$ cat src/rtl/i2c_bus_arb_if.sv
// Bus-side signal bundle for the I2C bus arbiter: synchronized SCL/SDA
// levels and local requests in, grant and bus-status pulses out.
interface i2c_bus_arb_if #(
  parameter int NUM_REQ_G = 2
);
  logic                 i_scl;
  logic                 i_sda;
  logic [NUM_REQ_G-1:0] i_req;
  logic [NUM_REQ_G-1:0] o_gnt;
  logic                 o_busy;
  logic                 o_start;
  logic                 o_stop;

  // Requester / bus-monitor side: drives the bus levels and requests.
  modport master (
    output i_scl, i_sda, i_req,
    input  o_gnt, o_busy, o_start, o_stop
  );

  // Arbiter side.
  modport slave (
    input  i_scl, i_sda, i_req,
    output o_gnt, o_busy, o_start, o_stop
  );
endinterface

$ cat src/rtl/i2c_bus_arb.sv
// Shares one I2C bus between local masters and external masters.
// Watches START/STOP on the synchronized bus, tracks ownership and grants
// the bus round-robin to one local requester only when the bus is free.
//
// state      | meaning
// -----------+-----------------------------------------------------------
// HOLDOFF    | bus state unknown; waiting for enough idle cycles
// FREE       | bus idle long enough; a local request may be granted
// LOCAL      | bus owned by the granted local requester
// EXTERNAL   | an external master started a transfer
module i2c_bus_arb #(
  parameter int NUM_REQ_G         = 2,
  parameter int BUS_FREE_CYCLES_G = 64
) (
  input  logic          i_clk,
  input  logic          i_rst,
  i2c_bus_arb_if.slave  bus
);

  localparam int CNT_W = $clog2(BUS_FREE_CYCLES_G + 1);
  localparam int PTR_W = (NUM_REQ_G > 1) ? $clog2(NUM_REQ_G) : 1;
  localparam logic [CNT_W-1:0] CNT_MAX = CNT_W'(BUS_FREE_CYCLES_G);
  localparam logic [PTR_W-1:0] PTR_RST = PTR_W'(NUM_REQ_G - 1);

  typedef enum logic [1:0] {
    S_HOLDOFF,
    S_FREE,
    S_LOCAL,
    S_EXTERNAL
  } state_t;

  state_t               r_state;
  logic                 r_scl_q;
  logic                 r_sda_q;
  logic [CNT_W-1:0]     r_idle_cnt;
  logic [PTR_W-1:0]     r_ptr;
  logic [NUM_REQ_G-1:0] r_gnt;
  logic                 r_busy;
  logic                 r_start;
  logic                 r_stop;

  logic                 w_start;
  logic                 w_stop;
  logic                 w_idle;
  logic                 w_cnt_done;
  logic                 w_any;
  logic [PTR_W-1:0]     w_sel;

  assign w_start    = r_scl_q & bus.i_scl & r_sda_q & ~bus.i_sda;
  assign w_stop     = r_scl_q & bus.i_scl & ~r_sda_q & bus.i_sda;
  assign w_idle     = bus.i_scl & bus.i_sda;
  assign w_cnt_done = (r_idle_cnt == CNT_MAX);

  // Round-robin pick: first active request after the last-granted index.
  always_comb begin
    int idx;
    idx   = 0;
    w_any = 1'b0;
    w_sel = r_ptr;
    for (int i = 1; i <= NUM_REQ_G; i++) begin
      idx = int'(r_ptr) + i;
      if (idx >= NUM_REQ_G) idx = idx - NUM_REQ_G;
      if (!w_any && bus.i_req[PTR_W'(idx)]) begin
        w_any = 1'b1;
        w_sel = PTR_W'(idx);
      end
    end
  end

  // Bus monitor, idle counter and ownership FSM with registered outputs.
  // busy is written alongside every state change so it mirrors next state.
  always_ff @(posedge i_clk) begin
    if (i_rst) begin
      r_state    <= S_HOLDOFF;
      r_scl_q    <= 1'b1;
      r_sda_q    <= 1'b1;
      r_idle_cnt <= '0;
      r_ptr      <= PTR_RST;
      r_gnt      <= '0;
      r_busy     <= 1'b1;
      r_start    <= 1'b0;
      r_stop     <= 1'b0;
    end else begin
      r_scl_q <= bus.i_scl;
      r_sda_q <= bus.i_sda;
      r_start <= w_start;
      r_stop  <= w_stop;

      if (!w_idle)
        r_idle_cnt <= '0;
      else if (!w_cnt_done)
        r_idle_cnt <= r_idle_cnt + 1'b1;

      case (r_state)
        S_HOLDOFF: begin
          if (w_start) begin
            r_state <= S_EXTERNAL;
            r_busy  <= 1'b1;
          end else if (w_cnt_done) begin
            r_state <= S_FREE;
            r_busy  <= 1'b0;
          end
        end
        S_FREE: begin
          if (w_start) begin
            r_state <= S_EXTERNAL;
            r_busy  <= 1'b1;
          end else if (!w_idle) begin
            r_state    <= S_HOLDOFF;
            r_busy     <= 1'b1;
            r_idle_cnt <= '0;
          end else if (w_any) begin
            r_state <= S_LOCAL;
            r_busy  <= 1'b1;
            r_ptr   <= w_sel;
            r_gnt   <= NUM_REQ_G'(1) << w_sel;
          end
        end
        S_LOCAL: begin
          // The owner's own START/STOP are not ownership events here.
          if (!bus.i_req[r_ptr]) begin
            r_state    <= S_HOLDOFF;
            r_busy     <= 1'b1;
            r_gnt      <= '0;
            r_idle_cnt <= '0;
          end
        end
        S_EXTERNAL: begin
          if (w_stop) begin
            r_state    <= S_HOLDOFF;
            r_busy     <= 1'b1;
            r_idle_cnt <= '0;
          end else if (w_cnt_done) begin
            r_state <= S_FREE;
            r_busy  <= 1'b0;
          end
        end
        default: begin
          r_state    <= S_HOLDOFF;
          r_busy     <= 1'b1;
          r_gnt      <= '0;
          r_idle_cnt <= '0;
        end
      endcase
    end
  end

  assign bus.o_gnt   = r_gnt;
  assign bus.o_busy  = r_busy;
  assign bus.o_start = r_start;
  assign bus.o_stop  = r_stop;

endmodule
$ cat src/flat_wrapper.sv
// flat-port wrapper written by rule: the top's interface ports become plain ports
module i2c_bus_arb_flat 
#(
  parameter int NUM_REQ_G         = 2,
  parameter int BUS_FREE_CYCLES_G = 64
)
  (i_clk, i_rst, bus_i_scl, bus_i_sda, bus_i_req, bus_o_gnt, bus_o_busy, bus_o_start, bus_o_stop);
  i2c_bus_arb_if #(.NUM_REQ_G(NUM_REQ_G)) bus_i ();
  input  logic i_clk;
  input  logic i_rst;
  input wire logic [$bits(bus_i.i_scl)-1:0] bus_i_scl;
  input wire logic [$bits(bus_i.i_sda)-1:0] bus_i_sda;
  input wire logic [$bits(bus_i.i_req)-1:0] bus_i_req;
  output wire logic [$bits(bus_i.o_gnt)-1:0] bus_o_gnt;
  output wire logic [$bits(bus_i.o_busy)-1:0] bus_o_busy;
  output wire logic [$bits(bus_i.o_start)-1:0] bus_o_start;
  output wire logic [$bits(bus_i.o_stop)-1:0] bus_o_stop;
  assign bus_i.i_scl = bus_i_scl;
  assign bus_i.i_sda = bus_i_sda;
  assign bus_i.i_req = bus_i_req;
  assign bus_o_gnt = bus_i.o_gnt;
  assign bus_o_busy = bus_i.o_busy;
  assign bus_o_start = bus_i.o_start;
  assign bus_o_stop = bus_i.o_stop;
  i2c_bus_arb #(.NUM_REQ_G(NUM_REQ_G), .BUS_FREE_CYCLES_G(BUS_FREE_CYCLES_G)) u_core (.i_clk(i_clk), .i_rst(i_rst), .bus(bus_i));
endmodule
$ cat config.mk
export PLATFORM = sky130hd
export DESIGN_NAME = i2c_bus_arb_flat
export DESIGN_NICKNAME = d
export VERILOG_FILES = /design/src/rtl/i2c_bus_arb_if.sv /design/src/rtl/i2c_bus_arb.sv /design/src/flat_wrapper.sv
export SDC_FILE = /design/constraint.sdc
export NUM_CORES = 1
export LEC_CHECK = 0
export BUFFER_PORTS_ARGS = -buffer_cell sky130_fd_sc_hd__buf_4
export CAP_MARGIN = 10
export CORE_MARGIN = 10
export CORE_UTILIZATION = 30
export CTS_CLUSTER_DIAMETER = 200
export DETAILED_ROUTE_END_ITERATION = 8
export HOLD_SLACK_MARGIN = 0.03
export PLACE_DENSITY = 0.45
export SLEW_MARGIN = 30
export SYNTH_ARGS = -nofsm -noshare
export SYNTH_HDL_FRONTEND = slang
export SYNTH_SLANG_ARGS = --single-unit
export TNS_END_PERCENT = 50
$ cat constraint.sdc
create_clock -name i_clk -period 1.8 [get_ports i_clk]
set_clock_uncertainty 0.05 [all_clocks]
set_input_delay 0.18 -clock i_clk [delete_from_list [all_inputs] [get_ports i_clk]]
set_output_delay 0.18 -clock i_clk [all_outputs]
set_load 0.05 [all_outputs]
==> Word-level counts from Yosys, hierarchy flattened <==
Cells that the tools add are included.
{ "word_totals": {"input_bits": 6, "output_inout_bits": 5, "ff_bits": 17} }
{ "op_classes": {"bitwise_logic": 9, "n_shift": 1, "mux": 39, "n_eq_ne": 9, "n_addsub": 5, "order_cmp": 5, "n_reduce_logical": 7} }
{ "op_table": {"columns": ["operator", "count"], "rows": [
  ["2-to-1 mux 7 bit", 6],
  ["case mux 7 bit (3 select lines)", 1],
  ["2-to-1 mux 2 bit", 10],
  ["2-to-1 mux 1 bit", 19],
  ["case mux 2 bit (4 select lines)", 1],
  ["adder 7 x 1 -> 7 bit, second input constant", 1],
  ["equality test 7 bit, second input constant", 1],
  ["AND 1 bit", 6],
  ["less-than comparator 1 x 3 -> 1 bit, second input constant", 2],
  ["AND reduction 5 bit", 1],
  ["equality test 2 bit, second input constant", 2],
  ["inequality test 2 x 1 -> 1 bit, second input constant", 2],
  ["inequality test 2 bit, second input constant", 2],
  ["inequality test 4 x 3 -> 1 bit, second input constant", 1],
  ["case mux 1 bit (4 select lines)", 1],
  ["case mux 2 bit (2 select lines)", 1],
  ["AND reduction 4 bit", 1],
  ["adder 1 x 2 -> 3 bit, second input constant", 1],
  ["greater-or-equal comparator 3 x 2 -> 1 bit, second input constant", 1],
  ["NOT 1 bit", 3],
  ["adder 1 x 1 -> 2 bit, second input constant", 1],
  ["equality test 2 x 1 -> 1 bit, second input constant", 1],
  ["greater-or-equal comparator 2 bit, second input constant", 1],
  ["zero test 2 bit", 1],
  ["7 further kinds", 8]
]} }

==> Depth between registers and ports, before layout <==
Gate-level depths: netlist (run 1).
{ "logic_depth": {"depth_word": 15, "mapped_depth": 6, "depth_no_buf": 6} }

==> Least setup slack after synthesis (run 1) <==
OpenSTA, ideal clock, no wires.
{ "synth_timing": {"path_kind": "register -> register", "from": "register u_core.r_state[1]", "to": "register u_core.r_state[1]", "stages_incl_launch_ff": 7, "slack_ns": 0.305, "arrival_time_ns": 1.313, "path_buffers": 0, "period_less_slack_ns": 1.495, "cell_sequence": "dfxtp_1 > inv_1 > ha_1 > nand4b_1 > a21bo_2 > a311oi_1 > a211oi_1"} }
{ "synth_between": {"elab_chain_len": 3, "elab_cells_between_ends": 11, "cone_classes": "5 x eq/ne; 4 x mux; 2 x reduce/logical"} }
{ "synth_lines": {"columns": ["element", "line_no", "text"], "rows": [
  ["start, declared", "i2c_bus_arb.sv:32", "state_t r_state;"],
  ["start signal, assigned", "i2c_bus_arb.sv:74", "r_state <= S_HOLDOFF;"],
  ["start signal, assigned", "i2c_bus_arb.sv:97", "r_state <= S_EXTERNAL;"],
  ["start signal, assigned", "i2c_bus_arb.sv:100", "r_state <= S_FREE;"],
  ["equality test 2 x 1 -> 1 bit, or another cell as far along", "i2c_bus_arb.sv:94", "case (r_state)"],
  ["inequality test 4 x 3 -> 1 bit (no source line), or another cell as far along", null, null],
  ["AND reduction 2 bit (no source line) or case mux 2 bit (4 select lines) (tied branches)", null, null]
]} }
Parallel ways exist; a longest one is shown, timed or not.
A chain may end at the register's enable or synchronous reset.

==> Worst setup path after layout (run 1) <==
Ends and elaborated chain as after synthesis.

==> summary.md, run 1 <==
| Metric | Value |
|---|---|
| Post-Syn Area | 938 µm² |
| I/O Pins | 11 |
| # port buffers | 10 |
| Hpwl dp | approximately 1400 µm |
| Final Critical Period | 1.63 ns |
| Flip-flop and latch area | 340 µm² |
| Synthesized net count | approximately 110 |
| Core Area | just over 3000 µm² |
| Fmax | a little over 600 MHz |
| Finish-stage setup viols | 0 |
| Share of the yosys chip area belonging to registers | 0.363 |
| CP cell instances | inv_1 > ha_1 > nand4b_1 > a21bo_2 > a311oi_1 > a211oi_1 |
| DIE AREA | 5770 µm² |
| Gr usage total | 0.0658 |
| Period utilization | 0.906 |
| Die Span Y | around 76 µm |
| FF-to-FF setup slack | roughly 0.17 ns |
| Die Width | between 70 and 80 µm |
| CTS tree | built |
| Post-CTS Resized | 0 |
| Post-CTS setup repair buffer count | 0 |
| Initial detailed-routing violation count | 30 |
| Syn avg cell area | 9.38 µm² |
| Root buffer cell | clkbuf_4 |
| CTS clk-pin slew, worst paths | approximately 0.090 ns |
| Layout Nets | about 120 |
| Crit. End Element | flop |
| Antenna-violating nets left | 0 |
| WL/cell | between 10 and 15 µm |
| Clk sinks | 17 |
| Post-synthesis async set-or-reset flop share | 0 |
| Sw frac | 0.355 |
| Worst Path Required | around 1.9 ns |
| Hold_ws | between 0.07 and 0.08 ns |
| First-pass GRT wire length | between 3000 and 4000 µm |
| H-tree Lvls | 1 |
| RSZ-0062 raised after global routing | no |
| CP startpoint | u_core.r_state[1]$_SDFFE_PP0P_ |
| RR Endpoint | u_core.r_state[1]$_SDFFE_PP0P_ |
| Core Util, Final | 0.357 |
| TNS Setup | 0 ns |
| Int Pwr | 0.635 mW |
| Post-synth EDFFs | 0 |
| Multi-input gate area | 562 µm² |
| Most frequent cells in the layout | dfxtp_1 (17), nor2_1 (12), buf_4 (10) |
| Vias per cell | about 4.7 |
| Clk_lat worst skew | around 0.28 ns |
| Setup crit start kind | flop |
| Pwr/cell area | ~910 nW/µm² |
| Max-Cap Viols | 0 |
| Main synth FF type | dfxtp_1 |
| Initial DRT Pass Iterations | 4 |
| HP Class | primary input to flop |
| Synth cell types | 35 |
| Post-synthesis register bit count | 17 |
| Vias in the first global route | 717 |
| Fillers | between 300 and 400 |
| Initial antenna violation count | 0 |
| Crit Path Max Fanout | 6 |
| Routability cong. | 0.755 |
| Share of total power in the clock network | 0.200 |
| Largest net degree at the start of global routing | 11 |
| Worst setup path class | flop to flop |
| Placement Rows | 20 |
| CTS Buf Count | 3 |
| Most common cell after layout, fill and taps aside | dfxtp_1 |
| Hold_buf cts | 0 |
| Final slew viol count | 0 |
| Sequential group share of total power | 0.438 |
| Sw power | around 0.35 mW |
| GRT Residual Overflow | 0 |
| Lkg Pwr | 0.408 nW |
| Cells after Synth | 100 |
| R2R cell count | 6 |
| Final hold vios | 0 |
| Initial cell density of the core | 0.310 |
| Worst slew pin tran | 0.370 ns |
| DRC Markers | 0 |
| ANT cells | 0 |
| Worst IR Drop VDD | approximately 0.00038 V |
| Outcome | complete, no violations |
| YS warnings | 0 |
| Setup crit end | u_core.r_state[1]$_SDFFE_PP0P_ |
| Arrival time of the worst setup path | about 1.8 ns |
| Rel. slew slack | 0.753 |
| Worst r2r src | u_core.r_state[1]$_SDFFE_PP0P_ |
| Max clock buf depth | 2 |
| Routed WL | about 1800 µm |
| Critical path's slowest cell | dfxtp_1 |
| Logic pwr share | 0.362 |
| Area Overhead vs Synth | 15.2% |
| Layout cells sized above 1 | 0.189 |
| Slowest Stage Delay on Critical Path | roughly 0.41 ns |
| Routed vias | between 700 and 800 |
metal layers:
metal	GRT usage	routed length, µm	vias up	part of all wire
met2	0.105	810	13	0.44
met3	0.0318	85	2	0.046
met1	0.0748	927	336	0.50
met5	0	0	-	0
li1	-	-	371	-
met4	0.0227	20	0	0.011
Yosys cell counts, drive strengths merged, types with 3 or more instances:
cell	number	area [µm²]
xnor2	4	35.0
nor2	12	45.0
nand4b	3	26.3
xor2	4	35.0
nand3	4	20.0
a21oi	4	20.0
dfxtp	17	340
o21ai	3	15.0
nand2	6	22.5
ha	6	75.1
inv	6	22.5
area by class of cell:
cell class | instances | share of cell area
Sequential cell | 17 | 0.315
Inverter | 6 | 0.0208
Timing Repair Buffer | 10 | 0.0694
Tap cell | 44 | 0.0509
Multi-Input combinational cell | 74 | 0.520
Clock buffer | 4 | 0.0243
through the flow:
| step | cells | cell area, µm² | power [mW] | setup WS, ns |
|---|---|---|---|---|
| after global routing | 155 | 1080 | 1.05 | 0.0404 |
| final | 155 | 1080 | 0.984 | 0.169 |
| after CTS | 155 | 1080 | 1.00 | 0.172 |
| after global placement | 151 | 1050 | 0.801 | 0.231 |
| after detailed placement | 151 | 1050 | 0.799 | 0.192 |
| after floorplan | 100 | 938 | 0.721 | 0.305 |
flip-flops by register name, indices dropped and copies added (netlist names):
name / cells
u_core.bus.o_busy: 1
u_core.bus.o_gnt: 2
u_core.bus.o_start: 1
u_core.bus.o_stop: 1
u_core.r_idle_cnt: 7
u_core.r_ptr: 1
u_core.r_scl_q: 1
u_core.r_sda_q: 1
u_core.r_state: 2
critical path, delay by kind of cell, from the launching register on:
kind	cells	cell delay (ns)
AO/OA/AOI/OAI	3	0.57
flip-flops	1	0.41
adder cells (fa/ha/maj)	1	0.28
AND/OR/NAND/NOR	1	0.13
buffers and inverters	1	0.08
kinds of logic (layout without fill, tap and decap cells):
kind of cell,count (synthesis),after routing,synth area share
flip-flops,17,17,0.363
multiplexers,3,3,0.0373
buffers and inverters,9,20,0.0387
adder cells (fa/ha/maj),6,6,0.0800
AO/OA/AOI/OAI,21,21,0.207
XOR/XNOR,8,8,0.0747
AND/OR/NAND/NOR,36,36,0.200
power groups by stage:
stage | Clock (mW) | Combinational [mW] | Sequential (mW)
after detailed placement | 0 | 0.360 | 0.440
after floorplan | 0 | 0.247 | 0.474
after CTS | 0.212 | 0.361 | 0.431
after global placement | 0 | 0.362 | 0.438
after global routing | 0.225 | 0.389 | 0.436
final | 0.197 | 0.356 | 0.431
how the worst min path moves through the flow:
stage	start	endpoint	slack (ns)	cells after the start
global placement	i_rst	u_core.bus.o_gnt[1]$_SDFFE_PP0P_	0.38	2
global route	i_rst	u_core.bus.o_gnt[1]$_SDFFE_PP0P_	0.08	2
detailed placement	i_rst	u_core.bus.o_gnt[1]$_SDFFE_PP0P_	0.38	2
finish	i_rst	u_core.bus.o_gnt[1]$_SDFFE_PP0P_	0.07	2
floorplan	bus_i_req[0]	u_core.r_ptr$_SDFFE_PP1P_	0.35	3
CTS	i_rst	u_core.bus.o_gnt[1]$_SDFFE_PP0P_	0.06	2
No activity file was read; power rests on OpenSTA's default activity.
==> inputs of run 2 (changes only) <==
REMOVE_ABC_BUFFERS = 1   (was not set)
==> summary.md, run 2 (same netlist as run 1, synthesis figures left out) <==
| Metric | Value |
|---|---|
| RSZ-0062 raised after global routing | no |
| Pwr/cell area | 916 nW/µm² |
| Setup crit start kind | flop |
| ANT cells | 0 |
| Crit Path Max Fanout | 6 |
| CP bufs+invs | 1 |
| Final slew viol count | 0 |
| CTS clk-pin slew, worst paths | about 0.10 ns |
| Routability cong. | ~0.77 |
| Post-CTS Resized | 0 |
| Antenna-violating nets left | 0 |
| Max clock buf depth | 2 |
| Finish-stage setup viols | 0 |
| # port buffers | 10 |
| Core Area | ~3000 µm² |
| Worst setup path class | flop to flop |
| Register with the most flip-flops | u_core.r_idle_cnt |
| Clk sinks | 17 |
| Die Width | 75.9 µm |
| GRT Residual Overflow | 0 |
| Post-CTS setup repair buffer count | 0 |
| Sw frac | 0.358 |
| CTS tree | built |
| Vias per cell | about 4.6 |
| Area Overhead vs Synth | 15.2% |
| CP cell instances | inv_1 > ha_1 > nand4b_1 > a21bo_2 > a311oi_1 > a211oi_1 |
| Arrival time of the worst setup path | between 1.5 and 2 ns |
| Rel. slew slack | 0.736 |
| Layout cells sized above 1 | 0.189 |
| Period utilization | 0.904 |
| Die Span Y | 75.9 µm |
| TNS Setup | 0 ns |
| Logic pwr share | 0.361 |
| HP Class | primary input to flop |
| Vias in the first global route | slightly above 700 |
| Hold_ws | approximately 0.08 ns |
| Final hold vios | 0 |
| Most frequent cells in the layout | dfxtp_1 (17), nor2_1 (12), buf_4 (10) |
| Initial DRT Pass Iterations | 4 |
| Int Pwr | around 0.64 mW |
| DIE AREA | between 5000 and 6000 µm² |
| H-tree Lvls | 1 |
| Largest net degree at the start of global routing | 11 |
| Final Critical Period | 1.63 ns |
| Worst Path Required | ~1.9 ns |
| Routed WL | about 1900 µm |
| Share of total power in the clock network | 0.204 |
| Worst slew pin tran | slightly below 0.4 ns |
| DRC Markers | 0 |
| Sw power | 0.355 mW |
| Most common cell after layout, fill and taps aside | dfxtp_1 |
| Initial cell density of the core | 0.310 |
| Lkg Pwr | 0.408 nW |
| Slowest Stage Delay on Critical Path | roughly 0.4 ns |
| First-pass GRT wire length | between 3000 and 4000 µm |
| Clk_lat worst skew | about 0.29 ns |
| Fmax | a little over 600 MHz |
| CTS Buf Count | 3 |
| Placement Rows | 20 |
| I/O Pins | 11 |
| Crit-path leading delay family | compound AO/OA/AOI/OAI gates |
| Critical path's slowest cell | dfxtp_1 |
| Crit. End Element | flop |
| Sequential group share of total power | 0.435 |
| Routed vias | slightly above 700 |
| Outcome | complete, no violations |
| Largest register FFs | 7 |
| Root buffer cell | clkbuf_4 |
| Layout Nets | 124 |
| Worst IR Drop VDD | about 0.00039 V |
| WL/cell | about 12 µm |
| Initial detailed-routing violation count | 13 |
| Max-Cap Viols | 0 |
| Hold_buf cts | 0 |
| Gr usage total | 0.0641 |
| Initial antenna violation count | 0 |
==> run 2: worst reg2reg max path, cell delays in order (launching register included) <==
cell	delay, ns
dfxtp_1	0.41
inv_1	0.08
ha_1	0.27
nand4b_1	0.13
a21bo_2	0.26
a311oi_1	0.25
a211oi_1	0.07
==> run 2: power by group through the flow <==
| stage | clock [mW] | combinational (mW) | sequential, mW |
|---|---|---|---|
| finish | 0.202 | 0.357 | 0.431 |
| global route | 0.229 | 0.396 | 0.436 |
| CTS | 0.218 | 0.363 | 0.431 |
| detailed placement | 0 | 0.361 | 0.439 |
| global placement | 0 | 0.362 | 0.438 |
| floorplan | 0 | 0.240 | 0.474 |
==> run 2: cell type report <==
cell class	instances	area [µm²]
timing repair buffer	10	75.1
fill	317	1950
tap	44	55.1
multi-input combinational	74	562
sequential	17	340
clock buffer	4	26.3
inverter	6	22.5
==> run 2: stage by stage <==
| stage | area (µm²) | cells | utilization | setup slack, ns | power (mW) |
|---|---|---|---|---|---|
| floorplan | 925 | 97 | - | 0.311 | 0.714 |
| global placement | 1050 | 151 | 0.348 | 0.230 | 0.800 |
| detailed placement | 1050 | 151 | 0.348 | 0.190 | 0.801 |
| CTS | 1080 | 155 | 0.357 | 0.165 | 1.01 |
| global route | 1080 | 155 | 0.357 | 0.0526 | 1.06 |
| finish | 1080 | 155 | 0.357 | 0.173 | 0.990 |
==> run 2: path summary, 6_finish.rpt <==
| kind | from | slack [ns] | end | cells past startpoint |
|---|---|---|---|---|
| hold reg to reg | u_core.bus.o_gnt[1]$_SDFFE_PP0P_ | 0.42 | u_core.bus.o_gnt[1]$_SDFFE_PP0P_ | 2 |
| hold / removal | i_rst | 0.08 | u_core.bus.o_gnt[1]$_SDFFE_PP0P_ | 2 |
| setup reg to reg | u_core.r_state[1]$_SDFFE_PP0P_ | 0.17 | u_core.r_state[1]$_SDFFE_PP0P_ | 6 |
| setup / recovery | u_core.r_state[1]$_SDFFE_PP0P_ | 0.17 | u_core.r_state[1]$_SDFFE_PP0P_ | 6 |
==> run 2: routing by layer <==
metal,GRT usage,vias up,wire [µm]
met2,0.109,9,859
met1,0.0694,330,906
met4,0.0170,0,8
met5,0,-,0
li1,-,372,-
met3,0.0307,2,77
